==> src/rtl/peak_bin_tracker.sv <==
// Per-frame peak-bin tracker with a hit/miss debounce FSM and a frame watchdog.
// Outputs update on the cycle after a valid last sample; the watchdog forces LOST when frames stall.
module peak_bin_tracker #(
   parameter int unsigned MAG_THRESHOLD  = 5000,
   parameter int unsigned ON_FRAMES      = 3,
   parameter int unsigned OFF_FRAMES     = 4,
   parameter int unsigned TIMEOUT_CYCLES = 2_000_000
) (
   input  logic        clk_in,
   input  logic        rst_in,
   input  logic        bin_valid_in,
   input  logic [3:0]  bin_idx_in,
   input  logic [24:0] bin_mag_in,
   input  logic        bin_last_in,
   output logic [3:0]  bin,
   output logic [24:0] mag,
   output logic        recognised,
   output logic        frame_done,
   output logic        timeout
);

   localparam int unsigned     WD_W    = $clog2(TIMEOUT_CYCLES + 1);
   localparam logic [WD_W-1:0] WD_LAST = WD_W'(TIMEOUT_CYCLES - 1);
   localparam logic [3:0]      ON_CNT  = 4'(ON_FRAMES);
   localparam logic [3:0]      OFF_CNT = 4'(OFF_FRAMES);
   localparam logic [24:0]     THR     = 25'(MAG_THRESHOLD);

   typedef enum logic [1:0] {LOST, ACQUIRE, LOCKED, RELEASE} state_t;

   state_t          state;
   logic [3:0]      cnt;
   logic [WD_W-1:0] wd_cnt;
   logic            have_first;
   logic [3:0]      run_bin;
   logic [24:0]     run_mag;

   logic            take;
   logic [3:0]      peak_bin;
   logic [24:0]     peak_mag;
   logic            frame_end;
   logic            hit;
   logic            wd_expire;

   // Strict > keeps the earlier sample on ties; an empty frame always loads.
   always_comb begin
      take      = !have_first || (bin_mag_in > run_mag);
      peak_bin  = take ? bin_idx_in : run_bin;
      peak_mag  = take ? bin_mag_in : run_mag;
      frame_end = bin_valid_in && bin_last_in;
      hit       = peak_mag >= THR;
      wd_expire = (wd_cnt == WD_LAST);
   end

   always_ff @(posedge clk_in) begin
      if (!rst_in) begin
         bin        <= '0;
         mag        <= '0;
         frame_done <= 1'b0;
         have_first <= 1'b0;
         run_bin    <= '0;
         run_mag    <= '0;
         wd_cnt     <= '0;
      end else begin
         frame_done <= 1'b0;
         if (bin_valid_in) begin
            if (bin_last_in) begin
               bin        <= peak_bin;
               mag        <= peak_mag;
               frame_done <= 1'b1;
               have_first <= 1'b0;
            end else begin
               run_bin    <= peak_bin;
               run_mag    <= peak_mag;
               have_first <= 1'b1;
            end
         end
         // A frame end in the expiry cycle wins; otherwise expiry drops the partial frame.
         if (frame_end) begin
            wd_cnt <= '0;
         end else if (wd_expire) begin
            wd_cnt     <= '0;
            have_first <= 1'b0;
         end else begin
            wd_cnt <= wd_cnt + WD_W'(1);
         end
      end
   end

   always_ff @(posedge clk_in) begin
      if (!rst_in) begin
         state      <= LOST;
         cnt        <= '0;
         recognised <= 1'b0;
         timeout    <= 1'b0;
      end else if (frame_end) begin
         timeout <= 1'b0;
         case (state)
            LOST: begin
               if (hit) begin
                  if (ON_CNT == 4'd1) begin
                     state      <= LOCKED;
                     cnt        <= '0;
                     recognised <= 1'b1;
                  end else begin
                     state <= ACQUIRE;
                     cnt   <= 4'd1;
                  end
               end else begin
                  cnt <= '0;
               end
            end
            ACQUIRE: begin
               if (hit) begin
                  if (cnt + 4'd1 == ON_CNT) begin
                     state      <= LOCKED;
                     cnt        <= '0;
                     recognised <= 1'b1;
                  end else begin
                     cnt <= cnt + 4'd1;
                  end
               end else begin
                  state <= LOST;
                  cnt   <= '0;
               end
            end
            LOCKED: begin
               if (!hit) begin
                  if (OFF_CNT == 4'd1) begin
                     state      <= LOST;
                     cnt        <= '0;
                     recognised <= 1'b0;
                  end else begin
                     state <= RELEASE;
                     cnt   <= 4'd1;
                  end
               end
            end
            RELEASE: begin
               if (!hit) begin
                  if (cnt + 4'd1 == OFF_CNT) begin
                     state      <= LOST;
                     cnt        <= '0;
                     recognised <= 1'b0;
                  end else begin
                     cnt <= cnt + 4'd1;
                  end
               end else begin
                  state <= LOCKED;
                  cnt   <= '0;
               end
            end
            default: begin
               state      <= LOST;
               cnt        <= '0;
               recognised <= 1'b0;
            end
         endcase
      end else if (wd_expire) begin
         state      <= LOST;
         cnt        <= '0;
         recognised <= 1'b0;
         timeout    <= 1'b1;
      end
   end

endmodule

==> config.mk <==
export PLATFORM = sky130hd
export DESIGN_NAME = peak_bin_tracker
export DESIGN_NICKNAME = d
export VERILOG_FILES = /design/src/rtl/peak_bin_tracker.sv
export SDC_FILE = /design/constraint.sdc
export NUM_CORES = 1
export LEC_CHECK = 0
export ABC_AREA = 1
export BUFFER_PORTS_ARGS = -buffer_cell sky130_fd_sc_hd__buf_2
export CORE_ASPECT_RATIO = 1.2
export CORE_UTILIZATION = 52
export DETAILED_ROUTE_END_ITERATION = 8
export GPL_TIMING_DRIVEN = 0
export PLACE_DENSITY = 0.76
export SLEW_MARGIN = 20
export SYNTH_ARGS = -nofsm -noshare
export SYNTH_HDL_FRONTEND = slang
export SYNTH_SLANG_ARGS = --single-unit
export TNS_END_PERCENT = 50
==> constraint.sdc <==
create_clock -name clk_in -period 2.34 [get_ports clk_in]
set_input_delay 0 -clock clk_in [delete_from_list [all_inputs] [get_ports clk_in]]
set_output_delay 0 -clock clk_in [all_outputs]
set_load 0.05 [all_outputs]
# Word-level counts from Yosys, hierarchy flattened
# Cells that the tools add are included.
[op_classes]
addsub = 2
n_reduce_logical = 13
eq_ne = 15
n_mux = 32
n_bitwise = 2
order_cmp = 2
[op_table]
columns = ["op", "count"]
rows = [
  ["4-bit two-way mux", 8],
  ["25-bit by 13-bit greater-or-equal comparator with 1-bit output (second input constant)", 1],
  ["25-bit > comparator", 1],
  ["25-bit two-way mux", 1],
  ["21-bit by 1-bit adder with 21-bit output (second input constant)", 1],
  ["21-bit == test (second input constant)", 1],
  ["3-bit inequality test (second input constant)", 6],
  ["2-bit two-way mux", 8],
  ["4-bit one-hot mux with 4 select lines", 1],
  ["1-bit two-way mux", 12],
  ["4-bit inequality test (second input constant)", 2],
  ["2-bit one-hot mux with 4 select lines", 1],
  ["2-bit AND reduction", 4],
  ["6-bit AND reduction", 1],
  ["5-bit AND reduction", 1],
  ["4-bit by 1-bit adder with 4-bit output (second input constant)", 1],
  ["2-bit == test (second input constant)", 2],
  ["4-bit by 2-bit == test with 1-bit output (second input constant)", 1],
  ["4-bit by 3-bit == test with 1-bit output (second input constant)", 1],
  ["3-bit by 1-bit inequality test with 1-bit output (second input constant)", 1],
  ["3-bit OR reduction", 1],
  ["2-bit by 1-bit == test with 1-bit output (second input constant)", 1],
  ["2-bit logical NOT", 1],
  ["1-bit NOT", 2],
  ["other kinds (6)", 6],
]
[word_totals]
output_inout_bits = 32
ff_bits = 89
in_bits = 33
elab_cells = 77

# Depth between registers and ports, before layout
# Gate-level depths: netlist (run 1).
[depth]
ltp_word = 7
depth_mapped = 26
depth_no_buf = 25

# Worst setup path before layout (run 1)
# Ideal clock, no wire load.
[synth_timing]
path_type = "register to register"
from = "register run_mag[8]"
to = "register state[0]"
setup_slack_ns = -0.089
n_path_buf = 1
setup_ns = 0.115
path_stages_with_launch = 24
synth_period_minus_slack_ns = 2.429
t_arrival_ns = 2.314
path_cell_list = "dfxtp_1 > inv_1 > ha_1 > nand2_2 > inv_1 > a21oi_1 > nand3_1 > nand2_1 > nand3_2 > nand2_2 > buf_4 > nand3_1 > nand2_1 > nand2_1 > nor2_2 > nand2_2 > nor2_4 > nand2_4 > nand2_2 > nand2_4 > inv_2 > nand3_1 > nand2_1 > nor2_1"
[synth_between]
elab_chain_cells = 7
elab_cells_between_ends = 13
cone_classes = "2 x order compare; 4 x eq/ne; 5 x mux; 2 x reduce/logical"
[synth_rtl]
columns = ["element", "line", "source"]
rows = [
  ["start, declared", "35", "logic [24:0] run_mag;"],
  ["start signal, assigned", "73", "run_mag <= peak_mag;"],
  ["25-bit > comparator", "46", "take = !have_first || (bin_mag_in > run_mag);"],
  ["1-bit logical OR", "46", ""],
  ["25-bit two-way mux *", "48", "peak_mag = take ? bin_mag_in : run_mag;"],
  ["25-bit by 13-bit greater-or-equal comparator with 1-bit output *", "50", "hit = peak_mag >= THR;"],
  ["2-bit two-way mux, on equally long branches", "139, 113", ""],
  ["2-bit one-hot mux with 4 select lines", "97", "case (state)"],
  ["2-bit two-way mux", "95", "end else if (frame_end) begin"],
  ["end signal, assigned", "101", "state <= LOCKED;"],
  ["end signal, assigned", "105", "state <= ACQUIRE;"],
  ["end signal, assigned", "141", "state <= LOST;"],
  ["end, declared", "30", "state_t state;"],
]
# Every way passes the cells marked *; elsewhere a longest branch is shown, timed or not.
# A chain may end at the register's enable or synchronous reset.

# Worst setup path in the final report (run 1)
[layout_timing]
from = "register run_mag[20]"
to = "register state[1]"
# The elaborated chain is that of the path after synthesis.

==> metrics.yaml, run 1 <==
ys_warn_count: 0
syn_area_um2: 4860
drv_slew: 0
n_fill_cell: 663
port_buffers: 63
crit_required_ns: 2.65
nNetsFinal: 901
seq_area_um2: 1810
cap_violations: 0
crit_arrival_ns: 3.31
ys_ff_latch: 89
drcViolationCount: 0
dr_wl_met3_um: 996
wl_per_cell_um: 15.4
die_x_um: 90.3
synth_area_per_cell_um2: 6.70
synth_nets: 787
clock_latency_ns: 0.37
total_power_mw: 3.88
final_cell_area_um2: 6570
power_density_nw_per_um2: 590
n_antenna_cell: 0
drt-met1-wl_mm: 5.40
vias: 5242
fmax_mhz: 333
overflow: 0
fin_skew_ns: 0.0124
antenna_found_initial: 0
postSynthCellCount: 726
cts_tree: "built"
dp_slack_ns: -0.592
ys_seq_area_frac: 0.366
dp_hpwl_mm: 8.74
cp-start-kind: "register"
dp.cells: 909
clock_sinks: 89
tightestPinTransition_ns: 0.747
grt_pass1_vias: 4987
core.rowCount: 38
wl_mm: 14.8
synth_edf_count: 0
setup_violations: 20
place.gp.congestion: 0.906
start_util: 0.536
dr.pass1.iters: 5
fin_cells: 965
routed.top_layer: "met4"
synth.distinct_cells: 35
relSlewSlack: 0.502
violations: "negative hold slack, negative setup slack"
hp-class: "in -> reg"
ant_nets: 0
fin_tns_setup_ns: -5.50
synth_ff_type: "dfxtp_1"
crit_type: "reg -> reg"
grt_max_degree: 17
cts_root_buf: "clkbuf_8"
syn_to_final_growth_pct: 35.1
cts_buffers: 9
fin_crit_sh: 1.28
vias_per_cell: 5.43
core_um2: 9080
layout-drive-gt1-share: 0.321
min_period_ns: 3.00
end_kind: "register"
dpl_cell_area_um2: 5370
wl_met2_mm: 7.68
io_pins: 65
synth-async-reset-ratio: 0
cts.path.max_buffers: 2
mostFrequentLayoutCells: "nand2_1, inv_1, dfxtp_1"
ir_drop_mv: 0.300
clk_pin_slew_ns: 0.10
fin_util: 0.724
cp_max_fo: 8
rsz0062_at_grt: "true"
finalHoldViolCount: 1
drtIter0Drc: 317
die_y_um: 108
status: "finished, violations left"
multi_input_area_um2: 3090
htree_levels: 3
layout_commonest_cell: "nand2_1"
worst_slack_ns: -0.661
fp.dieArea_um2: 9750
hold_ws_ns: -0.000401
grt_usage: 0.284
p_leak_nw: 3.10
grt_pass1_wl_mm: 21.9
area by class of cell:
type	count	share of cell area
Multi-Input combinational cell	491	0.471
Sequential cell	89	0.276
Timing Repair Buffer	103	0.102
Inverter	119	0.0684
Buffer	27	0.0230
Tap cell	120	0.0228
Clock buffer	9	0.0188
Clock inverter	7	0.0188
timing repair:
item / in CTS / in global routing
resized for setup: 76 / 108
pin swaps: 34 / 51
hold endpoints to repair: 7 / 0
hold buffers: 7 / 0
gates cloned: 3 / 0
setup endpoints to repair: 15 / 57
setup buffers: 22 / 9
sequential cells by signal, summed over array words and instances, names as in the netlist:
signal / count
timeout: 1
recognised: 1
wd_cnt: 21
mag: 25
cnt: 4
state: 2
frame_done: 1
run_mag: 25
run_bin: 4
have_first: 1
bin: 4
Yosys cell counts (2+ instances only):
| cell | number | area (um^2) |
|---|---|---|
| a21oi_1 | 33 | 165 |
| nor2_4 | 2 | 22.5 |
| o21ai_0 | 55 | 275 |
| nor2_1 | 54 | 203 |
| nor2_2 | 2 | 12.5 |
| nand2_4 | 3 | 33.8 |
| inv_1 | 117 | 439 |
| buf_1 | 2 | 7.51 |
| nand4_1 | 10 | 62.6 |
| nand2_1 | 194 | 728 |
| nand3_2 | 2 | 20.0 |
| mux2i_1 | 4 | 40.0 |
| ha_1 | 28 | 350 |
| o21ai_1 | 2 | 10.0 |
| dfxtp_1 | 89 | 1780 |
| buf_2 | 2 | 10.0 |
| buf_4 | 2 | 15.0 |
| clkbuf_1 | 19 | 71.3 |
| buf_6 | 2 | 22.5 |
| nor3_1 | 8 | 40.0 |
| nand2_2 | 6 | 37.5 |
| nor3b_1 | 6 | 45.0 |
| a211oi_1 | 2 | 15.0 |
| xor2_1 | 6 | 52.6 |
| nand3_1 | 63 | 315 |
| nor4_1 | 4 | 25.0 |
critical path: stages, from the launching register on:
cell and delay, ns:
dfxtp_2 0.35, inv_1 0.07, ha_1 0.31, nand2_1 0.11, inv_2 0.09, nand3_2 0.10
nor2_2 0.14, nand2_1 0.08, nand3_2 0.08, nand2_4 0.12, nand2_8 0.14, buf_4 0.14
nand2_1 0.08, nand2_2 0.11, nand2_1 0.08, nand2_1 0.09, nand2_2 0.06, nor2_4 0.17
nand2_4 0.12, o21ai_2 0.16, nand2_2 0.10, nand3_2 0.10, nand2_2 0.04, nor2_1 0.11
path summary, 6_finish.rpt:
kind / startpoint / endpoint / slack, ns / cells past startpoint
worst max register to register: run_mag[20] / state[1] / -0.66 / 23
worst max-delay path: run_mag[20] / state[1] / -0.66 / 23
worst min register to register: wd_cnt[0] / wd_cnt[0] / 0.45 / 1
worst min-delay path: bin_mag_in[0] / run_mag[0] / -0.0004 / 5
power by group:
part           switching [mW]  total (mW)  internal, mW
sequential             0.0436        1.63          1.58
combinational           0.577       0.919         0.342
clock                   0.609        1.33         0.723
logic make-up (layout without fill, tap and decap cells):
group | Yosys count | count (layout) | share of synthesized area
and+or+nand+nor | 357 | 357 | 0.322
muxes | 4 | 4 | 0.00823
buffers and inverters | 146 | 265 | 0.118
xor gates and xnor gates | 7 | 7 | 0.0126
adders and majority gates | 28 | 28 | 0.0720
AOI/OAI and AO/OA | 95 | 95 | 0.101
DFF | 89 | 89 | 0.366
routing by layer:
| layer | vias up | track usage |
|---|---|---|
| li1 | 2527 | - |
| met4 | 0 | 0.176 |
| met2 | 238 | 0.525 |
| met3 | 66 | 0.0584 |
| met5 | - | 0 |
| met1 | 2411 | 0.297 |
(Power assumes the default switching activity.)
==> run 2, diff against run 1 <==
--- a/config.mk
+++ b/config.mk
@@ -12,6 +12,7 @@
 export DETAILED_ROUTE_END_ITERATION = 8
 export GPL_TIMING_DRIVEN = 0
 export PLACE_DENSITY = 0.76
+export SKIP_CTS_REPAIR_TIMING = 1
 export SLEW_MARGIN = 20
 export SYNTH_ARGS = -nofsm -noshare
 export SYNTH_HDL_FRONTEND = slang
==> run 2 against run 1 <==
Compared with the run above:
- the run still ends with negative hold slack, negative setup slack left
- first-iteration DRC count shrank 30%
- die area unchanged
- design area fell by 4.2%
- power shrank 3.5%
- worst setup slack gained 0.043 ns
- sequential power hardly changed
- wire length decreased by 11%
- critical path depth shrank 1
==> metrics.yaml, run 2 (synthesized netlist as in run 1, its figures left out) <==
p_int_mw: 2.59  # -2.1%
cts.path.max_buffers: 2  # unchanged
fin_util: 0.693  # -0.0304
r2r_end: "cnt[2]"
fin_crit_sh: 1.26  # -0.0185
ant_nets: 0  # unchanged
grt_pass1_vias: 4435  # -11%
port_buffers: 63  # unchanged
grt_usage: 0.246  # -0.0379
core.rowCount: 38  # unchanged
cts_buffers: 9  # unchanged
p_sw_mw: 1.15  # -6.3%
cp_max_fo: 7  # -1
fp.dieArea_um2: 9750  # unchanged
status: "finished, violations left"
clk_pin_slew_ns: 0.09  # about the same
layout-drive-gt1-share: 0.264  # -0.0564
dpl_cell_area_um2: 5370  # unchanged
die_y_um: 108  # unchanged
clock_power_share: 0.352  # +0.008
p_leak_nw: 2.97  # -4.3%
core_um2: 9080  # unchanged
die_x_um: 90.3  # unchanged
drtIter0Drc: 222  # -30%
hp-class: "in -> reg"
wl_met2_mm: 6.89  # -10%
dp_hpwl_mm: 8.74  # unchanged
rsz0062_at_grt: "true"
min_to: "bin[0]"
layout_commonest_cell: "nand2_1"
drv_slew: 0  # unchanged
setup_violations: 11  # -45%
dr_wl_met3_um: 738  # -26%
cts_tree: "built"
place.gp.congestion: 0.906  # unchanged
relSlewSlack: 0.544  # +0.0420
cts_root_buf: "clkbuf_8"
io_pins: 65  # unchanged
drt-met1-wl_mm: 5.11  # -5.2%
vias_per_cell: 5.18  # -4.6%
n_antenna_cell: 0  # unchanged
holdPathStages: 3  # -2
end_kind: "register"
crit_type: "reg -> reg"
final_cell_area_um2: 6290  # -4.2%
tightestPinTransition_ns: 0.684  # -0.0630 ns
r2r_start: "run_mag[6]"
crit_arrival_ns: 3.26  # -0.05 ns
reg2regPathDepth: 22  # -4.3%
violations: "negative hold slack, negative setup slack"
clock_sinks: 89  # unchanged
r2r_slack_ns: -0.62  # +0.04 ns
wl_per_cell_um: 14.0  # -9.0%
dr.pass1.iters: 5  # unchanged
fin_skew_ns: 0.00927  # -0.00309 ns
mostFrequentLayoutCells: "nand2_1, inv_1, dfxtp_1"
wl_mm: 13.1  # -11%
vias: 4877  # -7.0%
p_sw_frac: 0.308  # -0.00935
ir_drop_mv: 0.301  # +0.21%
grt_pass1_wl_mm: 19.2  # -13%
power_density_nw_per_um2: 595  # +0.78%
reg_top3: "mag: 25 flops, run_mag: 25 flops, wd_cnt: 21 flops"
min_period_ns: 2.96  # -0.0433 ns
cp-start-kind: "register"
routed.top_layer: "met4"
cp-startpoint: "run_mag[6]"
syn_to_final_growth_pct: 29.4
start_util: 0.536  # unchanged
antenna_found_initial: 0  # unchanged
min_from: "bin_idx_in[0]"
finalHoldViolCount: 2  # +1
p_comb_frac: 0.214  # -0.023
p_seq_frac: 0.434  # +0.014
drcViolationCount: 0  # unchanged
crit_required_ns: 2.64  # about the same
nNetsFinal: 877  # -2.7%
clock_latency_ns: 0.37  # about the same
overflow: 0  # unchanged
worst_slack_ns: -0.617  # +0.0433 ns
fmax_mhz: 338  # +1.5%
cap_violations: 0  # unchanged
grt_max_degree: 17  # unchanged
hold_ws_ns: -0.0180  # -0.0176 ns
htree_levels: 3  # unchanged
run 2: per-stage QoR:
stage	power, mW	setup slack (ns)	setup TNS, ns	cells
6_report	3.74	-0.617	-4.26	941
5_1_grt	3.91	-0.777	-6.50	941
4_1_cts	3.58	-0.618	-4.72	925
3_5_place_dp	2.28	-0.592	-4.28	909
3_3_place_gp	2.26	-0.548	-3.59	909
2_1_floorplan	2.11	-0.0694	-0.249	726
run 2: worst max-delay path, cell delays in order, from the launching register on:
cell,delay (ns)
dfxtp_2,0.35
inv_2,0.05
ha_4,0.28
nand2_4,0.06
nor2_4,0.15
nand3b_1,0.13
nand3_1,0.10
nand2_1,0.06
nand3_2,0.09
nand2_4,0.11
nand2_8,0.11
clkbuf_16,0.16
nand2_1,0.05
nand2_1,0.10
nand2_1,0.08
nor2_2,0.11
nand2_2,0.09
nor2_4,0.24
buf_6,0.14
nand4_1,0.09
nand2_1,0.10
nand3_2,0.07
a21oi_2,0.15
run 2: how the worst max path moves through the flow:
stage / slack (ns) / endpoint / cells past startpoint
after floorplan: -0.07 / state[0] / 22
after global placement: -0.55 / recognised / 22
after detailed placement: -0.59 / recognised / 22
after CTS: -0.62 / recognised / 22
after global routing: -0.78 / cnt[2] / 22
final: -0.62 / cnt[2] / 22
run 2: cell type report:
class	count	area, um^2
Buffer	27	160
Clock buffer	9	124
Clock inverter	7	124
Fill cell	745	2790
Inverter	119	449
Multi-Input combinational cell	491	3000
Sequential cell	89	1810
Tap cell	120	150
Timing Repair Buffer	79	484
run 2: power by group through the flow:
stage	Combinational [mW]	Clock, mW	Sequential (mW)
finish	0.801	1.32	1.62
CTS	0.636	1.33	1.61
global placement	0.616	0	1.65
global route	0.877	1.40	1.63
detailed placement	0.632	0	1.65
floorplan	0.363	0	1.75
run 2: metal layers:
metal / up-vias / global-route usage
met5: - / 0
li1: 2486 / -
met3: 42 / 0.0549
met4: 0 / 0.126
met2: 155 / 0.441
met1: 2194 / 0.275
==> run 3, diff against run 2 <==
--- a/config.mk
+++ b/config.mk
@@ -8,10 +8,11 @@
 export ABC_AREA = 1
 export BUFFER_PORTS_ARGS = -buffer_cell sky130_fd_sc_hd__buf_2
 export CORE_ASPECT_RATIO = 1.2
-export CORE_UTILIZATION = 52
+export CORE_UTILIZATION = 54
+export CTS_BUF_LIST = sky130_fd_sc_hd__clkbuf_4 sky130_fd_sc_hd__clkbuf_8
 export DETAILED_ROUTE_END_ITERATION = 8
 export GPL_TIMING_DRIVEN = 0
-export PLACE_DENSITY = 0.76
+export PLACE_DENSITY = 0.78
 export SKIP_CTS_REPAIR_TIMING = 1
 export SLEW_MARGIN = 20
 export SYNTH_ARGS = -nofsm -noshare
==> run 3 against run 2 <==
Compared with the run above:
- the flow still finishes with violations (negative hold slack, negative setup slack)
- critical path depth up 1
- die area decreased by 3.6%
- fmax rose by 1.1%
- worst setup slack improved by 0.032 ns
- sequential cell count did not move
- register-to-register slack improved by 0.03 ns
- worst hold slack lost 0.0081 ns
- core utilization grew 4.9 points
- critical endpoint is now state[0]
- largest power group unchanged
==> metrics.yaml, run 3 (synthesized netlist as in run 1, its figures left out) <==
worstPathCellList: "inv_2 > ha_4 > nand2_4 > nor2_4 > nand2_1 > nor2_1 > nand2_1 > nand3_2 > nand2_4 > nand2_8 > buf_8 > nand2_2 > nand2_2 > nand2_1 > nor2_2 > nand2_2 > nor2_4 > nand2_8 > o21ai_2 > nand2_2 > nand3_2 > nand2_1 > nor2_1"
critical-path-max-stage-delay_ns: 0.35  # about the same
power_density_nw_per_um2: 586  # -1.5%
crit_required_ns: 2.64  # about the same
r2r_end: "state[0]"
total_power_mw: 3.76  # +0.49%
cap_violations: 0  # unchanged
mostFrequentLayoutCells: "nand2_1, inv_1, dfxtp_1"
htree_levels: 3  # unchanged
clock_latency_ns: 0.36  # about the same
r2r_start: "run_mag[15]"
cp-startpoint: "run_mag[15]"
crit_type: "reg -> reg"
grt_usage: 0.258  # +0.0120
crit_family: "simple AND/OR/NAND/NOR gates"
vias_per_cell: 5.25  # +1.3%
layout_commonest_cell: "nand2_1"
ir_drop_mv: 0.309  # +2.8%
rsz0062_at_grt: "true"
hp-class: "in -> reg"
r2r_slack_ns: -0.59  # +0.03 ns
relSlewSlack: 0.622  # +0.0776
status: "finished, violations left"
die_x_um: 88.6  # -1.8%
fin_crit_sh: 1.25  # -0.0136
seq_area_um2: 1810  # +0.21%
antenna_found_initial: 1  # +1
dp.cells: 906  # -0.33%
clk_pin_slew_ns: 0.09  # about the same
core.rowCount: 37  # -2.6%
n_fill_cell: 627  # -16%
cts.path.max_buffers: 2  # unchanged
cp-start-kind: "register"
end_kind: "register"
clock_sinks: 89  # unchanged
cts_tree: "built"
die_y_um: 106  # -1.8%
reg_top3: "mag: 25 flops, run_mag: 25 flops, wd_cnt: 21 flops"
setup_violations: 10  # -1
layout-drive-gt1-share: 0.283  # +0.0183
cpMaxStageDelayCell: "dfxtp_2"
wl_mm: 13.4  # +2.1%
drcViolationCount: 0  # unchanged
grt_pass1_vias: 4347  # -2.0%
grt_max_degree: 16  # -1
ant_nets: 0  # unchanged
drtIter0Drc: 242  # +9.0%
io_pins: 65  # unchanged
core_um2: 8660  # -4.7%
nNetsFinal: 891  # +1.6%
vias: 4998  # +2.5%
fin_util: 0.742  # +0.0486
hold_ws_ns: -0.0261  # -0.00806 ns
cts_buffers: 9  # unchanged
wl_per_cell_um: 14.1  # +0.96%
endpoint: "state[0]"
cts_root_buf: "clkbuf_8"
fin_cells: 952  # +1.2%
crit_arrival_ns: 3.23  # -0.03 ns
syn_to_final_growth_pct: 32.0
n_antenna_cell: 0  # unchanged
cp.depth: 23  # +4.5%
multi_input_area_um2: 3000  # about the same
p_leak_nw: 3.03  # +2.1%
fmax_mhz: 342  # +1.1%
dr.pass1.iters: 4  # -1
violations: "negative hold slack, negative setup slack"
cp_max_fo: 8  # +1
port_buffers: 63  # unchanged
finalHoldViolCount: 1  # -1
tightestPinTransition_ns: 0.568  # -0.116 ns
start_util: 0.562  # +0.0262
overflow: 0  # unchanged
drv_slew: 0  # unchanged
grt_pass1_wl_mm: 18.7  # -2.5%
fin_skew_ns: 0.00760  # -0.00167 ns
place.gp.congestion: 0.887  # -2.1%
min_period_ns: 2.93  # -0.0318 ns
dp_hpwl_mm: 8.56  # -2.1%
reg2regPathDepth: 23  # +4.5%
fp.dieArea_um2: 9390  # -3.6%
worst_slack_ns: -0.586  # +0.0318 ns
path_buf_inv: 2  # -1
==> run 3: changes by cell type in the layout (fill, tap and decap cells not counted), sizes merged <==
cell | previous run | this run
buf | 81 | 93
inv | 121 | 118
clkbuf | 30 | 32
clkinv | 2 | 3
clkinvlp | 0 | 1
dlygate4sd3 | 4 | 5
==> run 3: per-stage QoR <==
stage	worst slack (ns)	cell area (um^2)	TNS, ns
after CTS	-0.646	5620	-4.97
after global routing	-0.845	6420	-6.72
after global placement	-0.514	5370	-3.33
after floorplan	-0.0694	4900	-0.249
final	-0.586	6420	-3.64
after detailed placement	-0.598	5370	-4.18
==> run 3: power breakdown <==
group	total (mW)	internal, mW	switching [mW]
clock	1.30	0.742	0.559
combinational	0.837	0.313	0.524
sequential	1.63	1.58	0.0415
==> run 3: worst min path at each step <==
stage                  startpoint    endpoint  slack [ns]  depth (start not counted)
detailed placement   bin_valid_in  have_first        0.30                          3
global placement     bin_valid_in  have_first        0.28                          3
global route        bin_mag_in[5]      mag[5]        0.02                          5
floorplan            bin_valid_in  have_first        0.13                          2
finish              bin_mag_in[9]      mag[9]       -0.03                          3
CTS                  bin_valid_in  have_first       -0.09                          3
==> run 3: metal layers <==
metal	global-route usage	vias to the layer above	part of all wire
li1	-	2504	-
met1	0.271	2275	0.39
met2	0.473	170	0.51
met3	0.0660	47	0.057
met4	0.113	2	0.039
met5	0	-	0.00082
==> run 3: area by class of cell <==
cell class / instances / share of cell area
multi-input cells: 491 / 0.467
clock inverters: 6 / 0.0179
inverters: 119 / 0.0700
clock buffers: 10 / 0.0214
well taps: 117 / 0.0228
plain buffers: 27 / 0.0242
flip-flops and latches: 89 / 0.282
repair buffers: 93 / 0.0949
==> run 3: worst reg2reg max path: cells and delay by family, from the launching register on <==
| family | cells | cell delay, ns |
|---|---|---|
| compound gates | 1 | 0.13 |
| buf+inv | 2 | 0.18 |
| fa+ha+maj | 1 | 0.27 |
| flops | 1 | 0.35 |
| simple gates | 19 | 1.92 |
